===== src/rtl/draw_pkg.sv =====
// Shared types and constants for the draw request scheduler.
package draw_pkg;

  typedef enum logic [1:0] {
    S_IDLE = 2'd0,
    S_DRAW = 2'd1,
    S_GAP  = 2'd2
  } state_e;

  localparam int unsigned REQ_SCRN_START     = 0;
  localparam int unsigned REQ_SCRN_GAME_OVER = 1;
  localparam int unsigned REQ_SCRN_GAME_BG   = 2;
  localparam int unsigned REQ_FROG           = 3;

  localparam int unsigned NUM_REQ_DEFAULT        = 4;
  localparam int unsigned TIMEOUT_CYCLES_DEFAULT = 131072;

  // Next round-robin start index after serving idx, wrapping at n.
  function automatic int unsigned wrap_inc(input int unsigned idx, input int unsigned n);
    return (idx + 1 >= n) ? 0 : idx + 1;
  endfunction

endpackage


===== src/rtl/rr_pick.sv =====
// Combinational round-robin pick: first set request at or above rr_ptr_i, wrapping.
module rr_pick #(
  parameter int unsigned NUM_REQ = 4,
  parameter int unsigned IDW     = $clog2(NUM_REQ)
) (
  input  logic [NUM_REQ-1:0] req_i,
  input  logic [IDW-1:0]     rr_ptr_i,
  output logic [IDW-1:0]     win_o,
  output logic               any_req_o
);

  localparam logic [IDW:0] NREQ = (IDW+1)'(NUM_REQ);

  logic [NUM_REQ-1:0] rot;
  logic [IDW-1:0]     rot_win;
  logic [IDW:0]       sum;

  // Rotate so rr_ptr_i lands on bit 0, take the lowest set bit, then rotate the index back.
  always_comb begin
    rot       = NUM_REQ'({req_i, req_i} >> rr_ptr_i);
    rot_win   = '0;
    any_req_o = 1'b0;
    for (int unsigned i = 0; i < NUM_REQ; i++) begin
      if (rot[i] && !any_req_o) begin
        rot_win   = IDW'(i);
        any_req_o = 1'b1;
      end
    end
    sum = {1'b0, rot_win} + {1'b0, rr_ptr_i};
    if (sum >= NREQ) begin
      sum = sum - NREQ;
    end
    win_o = sum[IDW-1:0];
  end

endmodule


===== src/rtl/draw_scheduler.sv =====
// Grants the shared plotter datapath to one requester at a time, with ack,
// watchdog abort and a one-cycle re-arm gap between grants.
module draw_scheduler
  import draw_pkg::*;
#(
  parameter int unsigned NUM_REQ        = NUM_REQ_DEFAULT,
  parameter int unsigned TIMEOUT_CYCLES = TIMEOUT_CYCLES_DEFAULT,
  parameter int unsigned IDW            = $clog2(NUM_REQ),
  parameter int unsigned TCW            = $clog2(TIMEOUT_CYCLES + 1)
) (
  input  logic               clk,
  input  logic               reset,
  input  logic [NUM_REQ-1:0] req,
  input  logic               plot_done,
  output logic [NUM_REQ-1:0] draw_sel,
  output logic [IDW-1:0]     grant_id,
  output logic               busy,
  output logic [NUM_REQ-1:0] ack,
  output logic               timeout_err
);

  state_e             state_q;
  logic [NUM_REQ-1:0] draw_sel_q;
  logic [IDW-1:0]     grant_id_q;
  logic               busy_q;
  logic [NUM_REQ-1:0] ack_q;
  logic               timeout_err_q;
  logic [IDW-1:0]     rr_ptr_q;
  logic [TCW-1:0]     wd_q;

  logic [IDW-1:0]     win;
  logic               any_req;
  logic [NUM_REQ-1:0] win_oh_d;
  logic [IDW-1:0]     rr_ptr_d;
  logic               wd_expired;

  rr_pick #(
    .NUM_REQ (NUM_REQ),
    .IDW     (IDW)
  ) u_rr_pick (
    .req_i     (req),
    .rr_ptr_i  (rr_ptr_q),
    .win_o     (win),
    .any_req_o (any_req)
  );

  always_comb begin
    win_oh_d      = '0;
    win_oh_d[win] = 1'b1;
  end

  assign rr_ptr_d   = IDW'(wrap_inc(32'(grant_id_q), NUM_REQ));
  assign wd_expired = (wd_q == TCW'(TIMEOUT_CYCLES - 1));

  always_ff @(posedge clk or posedge reset) begin
    if (reset) begin
      state_q       <= S_IDLE;
      draw_sel_q    <= '0;
      grant_id_q    <= '0;
      busy_q        <= 1'b0;
      ack_q         <= '0;
      timeout_err_q <= 1'b0;
      rr_ptr_q      <= '0;
      wd_q          <= '0;
    end else begin
      ack_q         <= '0;
      timeout_err_q <= 1'b0;
      case (state_q)
        S_IDLE: begin
          busy_q     <= 1'b0;
          draw_sel_q <= '0;
          if (any_req) begin
            state_q    <= S_DRAW;
            draw_sel_q <= win_oh_d;
            grant_id_q <= win;
            busy_q     <= 1'b1;
            wd_q       <= '0;
          end
        end
        S_DRAW: begin
          // plot_done takes priority over a watchdog expiry in the same cycle.
          if (plot_done) begin
            ack_q      <= draw_sel_q;
            draw_sel_q <= '0;
            rr_ptr_q   <= rr_ptr_d;
            state_q    <= S_GAP;
          end else if (wd_expired) begin
            timeout_err_q <= 1'b1;
            draw_sel_q    <= '0;
            rr_ptr_q      <= rr_ptr_d;
            state_q       <= S_GAP;
          end else begin
            wd_q <= wd_q + 1'b1;
          end
        end
        S_GAP: begin
          busy_q  <= 1'b0;
          state_q <= S_IDLE;
        end
        default: begin
          state_q    <= S_IDLE;
          draw_sel_q <= '0;
          busy_q     <= 1'b0;
        end
      endcase
    end
  end

  assign draw_sel    = draw_sel_q;
  assign grant_id    = grant_id_q;
  assign busy        = busy_q;
  assign ack         = ack_q;
  assign timeout_err = timeout_err_q;

endmodule

===== config.mk =====
export PLATFORM = sky130hd
export DESIGN_NAME = draw_scheduler
export DESIGN_NICKNAME = d
export VERILOG_FILES = /design/src/rtl/draw_pkg.sv /design/src/rtl/rr_pick.sv /design/src/rtl/draw_scheduler.sv
export SDC_FILE = /design/constraint.sdc
export NUM_CORES = 1
export LEC_CHECK = 0
export BUFFER_PORTS_ARGS = -buffer_cell sky130_fd_sc_hd__buf_4
export CAP_MARGIN = 20
export CORE_ASPECT_RATIO = 0.75
export CORE_MARGIN = 5
export CORE_UTILIZATION = 50
export DETAILED_ROUTE_END_ITERATION = 16
export GPL_TIMING_DRIVEN = 0
export PLACE_DENSITY = 0.72
export SYNTH_ARGS = -nofsm -noshare
export SYNTH_HDL_FRONTEND = slang
export SYNTH_SLANG_ARGS = --single-unit

===== constraint.sdc =====
create_clock -name clk -period 2.29 [get_ports clk]
set_input_delay 0.1145 -clock clk [delete_from_list [all_inputs] [get_ports clk]]
set_output_delay 0.1145 -clock clk [all_outputs]
set_load 0.01 [all_outputs]

; Word level (Yosys, flattened, before mapping)
; Cells that the tools add are included.
[word_totals]
ff_bits = 34
output_inout_bits = 12
elab_cells = 72
[op_classes]
add_sub_neg = 4
n_lt_le_gt_ge = 4
n_eq_ne = 7
n_shift = 1
muxes = 32
n_bitwise = 1
reduce_logical = 15
[op_table]
columns = op, n
row1 = 2-to-1 mux 18 bit, 3
row2 = one-hot mux 18 bit (2 select lines), 1
row3 = 2-to-1 mux 4 bit, 5
row4 = adder 18 x 1 -> 18 bit (second input constant), 1
row5 = == test 18 x 17 -> 1 bit (second input constant), 1
row6 = 2-to-1 mux 2 bit, 9
row7 = one-hot mux 4 bit (3 select lines), 1
row8 = 2-to-1 mux 1 bit, 10
row9 = AND reduction 2 bit, 4
row10 = right shift 8 x 2 -> 4 bit, 1
row11 = >= comparator 3 bit (second input constant), 2
row12 = != test 2 bit (second input constant), 3
row13 = logical AND 1 bit, 4
row14 = one-hot mux 2 bit (2 select lines), 1
row15 = AND reduction 4 bit, 1
row16 = nonzero test 2 bit, 2
row17 = adder 2 x 1 -> 3 bit (second input constant), 1
row18 = adder 2 x 2 -> 3 bit, 1
row19 = logical NOT 1 bit, 3
row20 = < comparator 2 x 3 -> 1 bit (second input constant), 1
row21 = != test 3 bit (second input constant), 1
row22 = demux 1 bit (select 2 bit), 1
row23 = == test 2 x 1 -> 1 bit (second input constant), 1
row24 = == test 2 bit (second input constant), 1
row25 = other kinds (5), 5

; Longest topological paths before layout
[depth]
depth_word = 20
ltp_mapped = 11
mapped_depth_nobuf = 10

; Hierarchy
; A second synthesis with hierarchy kept.
[unflattened]
hier_cells = 208
hier_area_um2 = 2072.0
[modules_own_cells]
columns = mod, instances, cells_each, area_each_um2
row1 = draw_scheduler, 1, 181, 1876.8
row2 = rr_pick, 1, 27, 195.2

; Least setup slack after synthesis
; No wires, ideal clock.
[synth_path]
kind = flip-flop to flip-flop
start = register rr_ptr_q[0]
end = register draw_sel_q[3], in the netlist draw_sel[3]
setup_time_ps = 129
arrival_time_ps = 1647
t_required_ps = 2161
path_slack_ps = 514
stages_incl_launch_ff = 9
n_path_buf = 1
synth_period_minus_slack_ps = 1776
cell_sequence = dfrtp_1 > clkbuf_1 > and3b_1 > a21oi_1 > o211ai_1 > ha_1 > xor2_1 > nor3_1 > o31ai_1
[synth_via]
elab_chain_cells = 20
word_cells_on_any_way = 25
classes_between = add/sub (2) / order compare (3) / shift (1) / mux (12) / reduce/logical (7)
[synth_rtl]
columns = element, line_no
row1 = from (decl), draw_scheduler.sv:28  ; logic [IDW-1:0] rr_ptr_q;
row2 = from (signal assigned), draw_scheduler.sv:85  ; rr_ptr_q <= rr_ptr_d;
row3 = from (signal assigned), draw_scheduler.sv:90  ; rr_ptr_q <= rr_ptr_d;
row4 = right shift 8 x 2 -> 4 bit, rr_pick.sv:20  ; rot = NUM_REQ'({req_i, req_i} >> rr_ptr_i);
row5 = 2-to-1 mux 1 bit, rr_pick.sv:24  ; if (rot[i] && !any_req_o) begin
row6 = logical NOT 1 bit, rr_pick.sv:24
row7 = logical AND 1 bit, rr_pick.sv:24
row8 = 2-to-1 mux 1 bit, rr_pick.sv:24
row9 = logical NOT 1 bit, rr_pick.sv:24
row10 = logical AND 1 bit, rr_pick.sv:24
row11 = 2-to-1 mux 1 bit, rr_pick.sv:24
row12 = (+4 left out), -
row13 = >= comparator 3 bit / subtractor 2 x 1 -> 2 bit (equally long branches), "rr_pick.sv:30, rr_pick.sv:31"
row14 = 2-to-1 mux 2 bit, rr_pick.sv:30  ; if (sum >= NREQ) begin
row15 = < comparator 2 x 3 -> 1 bit (not written as such) / >= comparator 2 x 1 -> 1 bit (equally long branches), draw_scheduler.sv:49  ; win_oh_d[win] = 1'b1;
row16 = logical AND 1 bit (not written as such), draw_scheduler.sv:49
row17 = 2-to-1 mux 1 bit (not written as such), draw_scheduler.sv:49
row18 = demux 1 bit (select 2 bit), draw_scheduler.sv:49
row19 = 2-to-1 mux 4 bit (*), draw_scheduler.sv:72  ; if (any_req) begin
row20 = one-hot mux 4 bit (3 select lines) (*), draw_scheduler.sv:68  ; case (state_q)
row21 = to (signal assigned), draw_scheduler.sv:74  ; draw_sel_q <= win_oh_d;
row22 = to (decl), draw_scheduler.sv:23  ; logic [NUM_REQ-1:0] draw_sel_q;
; Mark *: on every way between the ends. The rest lies on a longest branch, timed or not.
; A chain may end at the register's enable or synchronous reset.

; Worst setup path in the final report
[layout_path]
start = register rr_ptr_q[0]
end = register grant_id_q[1], in the netlist grant_id[1]
[layout_via]
elab_chain_cells = 14
word_cells_on_any_way = 19
classes_between = add/sub (2) / order compare (1) / shift (1) / mux (8) / reduce/logical (7)
[layout_rtl]
columns = element, line_no
row1 = right shift 8 x 2 -> 4 bit, rr_pick.sv:20
row2 = 2-to-1 mux 1 bit, rr_pick.sv:24
row3 = logical NOT 1 bit, rr_pick.sv:24
row4 = logical AND 1 bit, rr_pick.sv:24
row5 = 2-to-1 mux 1 bit, rr_pick.sv:24
row6 = logical NOT 1 bit, rr_pick.sv:24
row7 = logical AND 1 bit, rr_pick.sv:24
row8 = 2-to-1 mux 1 bit, rr_pick.sv:24
row9 = logical NOT 1 bit, rr_pick.sv:24
row10 = logical AND 1 bit, rr_pick.sv:24
row11 = 2-to-1 mux 2 bit, rr_pick.sv:24
row12 = adder 2 x 2 -> 3 bit, rr_pick.sv:29  ; sum = {1'b0, rot_win} + {1'b0, rr_ptr_i};
row13 = >= comparator 3 bit / subtractor 2 x 1 -> 2 bit (equally long branches), "rr_pick.sv:30, rr_pick.sv:31"
row14 = 2-to-1 mux 2 bit, rr_pick.sv:30
row15 = to (signal assigned), draw_scheduler.sv:75  ; grant_id_q <= win;
row16 = to (decl), draw_scheduler.sv:24  ; logic [IDW-1:0] grant_id_q;
; Several ways; a longest one is shown, not always the timed one.

==> impl_results.md <==
* Non-Filler Instances at ~270
* Crit Path Class: flip-flop to flip-flop
* Total gr overflow at 0
* Seq/Total Area, Yosys at 45.5%
* Outcome: finished clean
* Finished layout cell area at 2190 µm²
* Setup tns final at 0 ps
* Syn_area_per_cell at 9.64 µm²
* Vias in the first global route at roughly 1.5k
* Total CTS buffers at 5
* Crit. Startpoint: rr_ptr_q[0]
* DRT Pass-1 Iters at 4
* Cells along the critical path: clkbuf_2 -> and3b_1 -> a21oi_1 -> o211ai_1 -> ha_1 -> xor2_1 -> nor3_1 -> o31ai_1
* Vias at approximately 1.6k
* Xor and xnor area share after synthesis at 6.09%
* Crit path buffers/inverters at 1
* Rel. slew slack at 63.5%
* Worst path slowest cell: dfrtp_1
* Final GP Congestion at 0.820
* CTS tree: built
* Commonest non-fill, non-tap cell in the layout: dfrtp_1
* Hold path start: plot_done
* Setup-failing EPs final at 0
* Crit path DAT at 2190 ps
* Final worst path period need at 2050 ps
* Overall power at a little over 2 mW
* Port Buffers at 17
* # diodes at 0
* Fin. Hold Viols at 0
* Compound-Gate Fraction of Synth Area at 12.4%
* Wirelength per Cell at 14.8 µm
* Vias per inst at 5.75
* Final Cycle Share at 89.3%
* Die ar. at 5080 µm²
* Global-route wire length before repair at 6.98 mm
* DP HPWL at 3.03 mm
* Post-synth top flop: dfrtp_1
* Worst setup EP type: flip-flop
* DRT antenna net count at 0
* DRC at 0
* Fmax at 489 MHz
* Mapped Cells at 194
* Syn Std Cell Area at 1870 µm²
* Main combinational cell family by area after synthesis: simple AND/OR/NAND/NOR gates
* Layout cells sized above 1 at 18.6%
* Simple-gate portion of the synthesized area at 29.0%
* Clock sink total at 34
* Initial Util at between 50% and 60%
* Std cell rows at 19
* Seq cells post-synth at 34
* Commonest cells after routing, fill and taps aside: 34 x dfrtp_1, 21 x nor2_1, 21 x nand2_1
* Worst-Skew Late Latency at 290 ps
* Min-delay worst type: input port to flip-flop
* Async SR Flop Fraction at 100%
* Placed insts at 264
* Static Leakage at 0.976 nW
* Root Buffer: clkbuf_8
* Worst-path fanout max at 10
* Synth cell types at 42
* Mux cell area share after synthesis at 2.81%
* Fin nets at 230
* Number of antenna violations at the first check in global routing at 0
* VDD IR-drop max at ~0.74 mV
* Die Ht at 63.0 µm
* Synthesized net count at 204
* RR Startpoint: rr_ptr_q[0]
* Post-Route WL at 4.05 mm
* P&R area growth vs syn at 17.3%
* Hold WS at 129 ps
* Max-cap viol count at 0
* PD cells at 918 nW/µm²
* Die width at 80.6 µm
* Synth Warn # at 0
* Least-Margin Pin Slew at 547 ps
* Core area at 3640 µm²
* Top Ports at 19
* Initial DRC count at 130
* Delay-heaviest family, CP: simple AND/OR/NAND/NOR gates
* Final Slew Violations at 0
* Clk slew on worst S/H paths at 70 ps
* Largest net degree at the start of global routing at 25
* Overall Global Routing Usage at 17.5%
* Setup Skew at 5.89 ps
* Post-synth EDFFs at 0
* RSZ-0062 raised after global routing: no
* Placed instance area at 2090 µm²
* Adder-cell share of the synthesized area at 2.01%
* Clock Tree Buf Depth at 2
* Worst EP required at approximately 2400 ps
* H-tree Lvls at 2
* Startpoint Class: flip-flop
* Max incr delay on CP at about 400 ps
## cells by family after synthesis
kind of cell,after synthesis
xor+xnor,13
buf+inv,9
compound gates,32
fa+ha+maj,3
simple gates,98
flops,34
mux,5
## metrics by stage
stage | setup slack, ps | util (%)
floorplan | 514 | -
global placement | 257 | 56.7
detailed placement | 158 | 57.5
CTS | 150 | 60.3
global route | 57.2 | 60.3
finish | 245 | 60.3
## routing by layer
| metal | vias to the layer above | track usage (%) | share of wire (%) |
|---|---|---|---|
| met4 | 0 | 5.49 | 1.6 |
| li1 | 751 | - | - |
| met1 | 760 | 24.1 | 47 |
| met5 | - | 0 | 0 |
| met3 | 9 | 5.19 | 6.8 |
| met2 | 51 | 26.4 | 44 |
## area by class of cell
type | count | area [µm²]
Sequential cell | 34 | 851
Tap cell | 52 | 65.1
Fill cell | 289 | 1440
Timing Repair Buffer | 19 | 165
Clock buffer | 7 | 86.3
Buffer | 7 | 33.8
Multi-Input combinational cell | 151 | 980
Inverter | 2 | 7.51
Clock inverter | 1 | 5.00
## registers in the layout, indices dropped and copies added (netlist names)
name / flops
state_q: 2
wd_q: 18
grant_id: 2
ack: 4
rr_ptr_q: 2
timeout_err: 1
busy: 1
draw_sel: 4
## path summary, 6_finish.rpt
path,endpoint,slack (ps),cells past startpoint
worst max-delay path,grant_id[1],240,8
worst min-delay path,ack[2],130,2
max in group asynchronous,wd_q[2],1400,4
min in group asynchronous,wd_q[12],410,3
worst max register to register,grant_id[1],240,8
worst min register to register,busy,490,2
## where the power goes
part | switching (mW) | leakage [nW] | internal [mW] | total, mW
registers | 0.0771 | 0.458 | 0.701 | 0.778
logic | 0.478 | 0.470 | 0.311 | 0.789
clock network | 0.204 | 0.0482 | 0.242 | 0.446
total | 0.759 | 0.976 | 1.25 | 2.01
## timing repair
action / 4_1_cts / 5_1_grt
resized for setup: 0 / 2
hold endpoints to repair: 10 / 0
hold buffers: 1 / 0
setup endpoints to repair: 0 / 4
setup buffers: 0 / 0
## Yosys cell counts, types with 2 or more instances
cell type  number  area [µm²]
a211oi_2        4        50.1
a21oi_1         8        40.0
and3_1          9        56.3
and4_1          3        26.3
buf_2           2        10.0
clkbuf_1        4        15.0
dfrtp_1        34         851
ha_1            3        37.5
inv_1           2        7.51
mux2_1          2        22.5
mux2i_1         3        30.0
nand2_1        21        78.8
nand3_1        12        60.1
nand4_1         3        18.8
nor2_1         21        78.8
nor2b_1         3        18.8
nor3_1          7        35.0
nor3b_1         3        22.5
nor4_1          4        25.0
o21ai_0         8        40.0
o21ai_1         3        15.0
o31ai_1         2        15.0
or2_1           2        12.5
or3_1           2        12.5
xnor2_1        12         105
No activity file was read; power rests on OpenSTA's default activity.
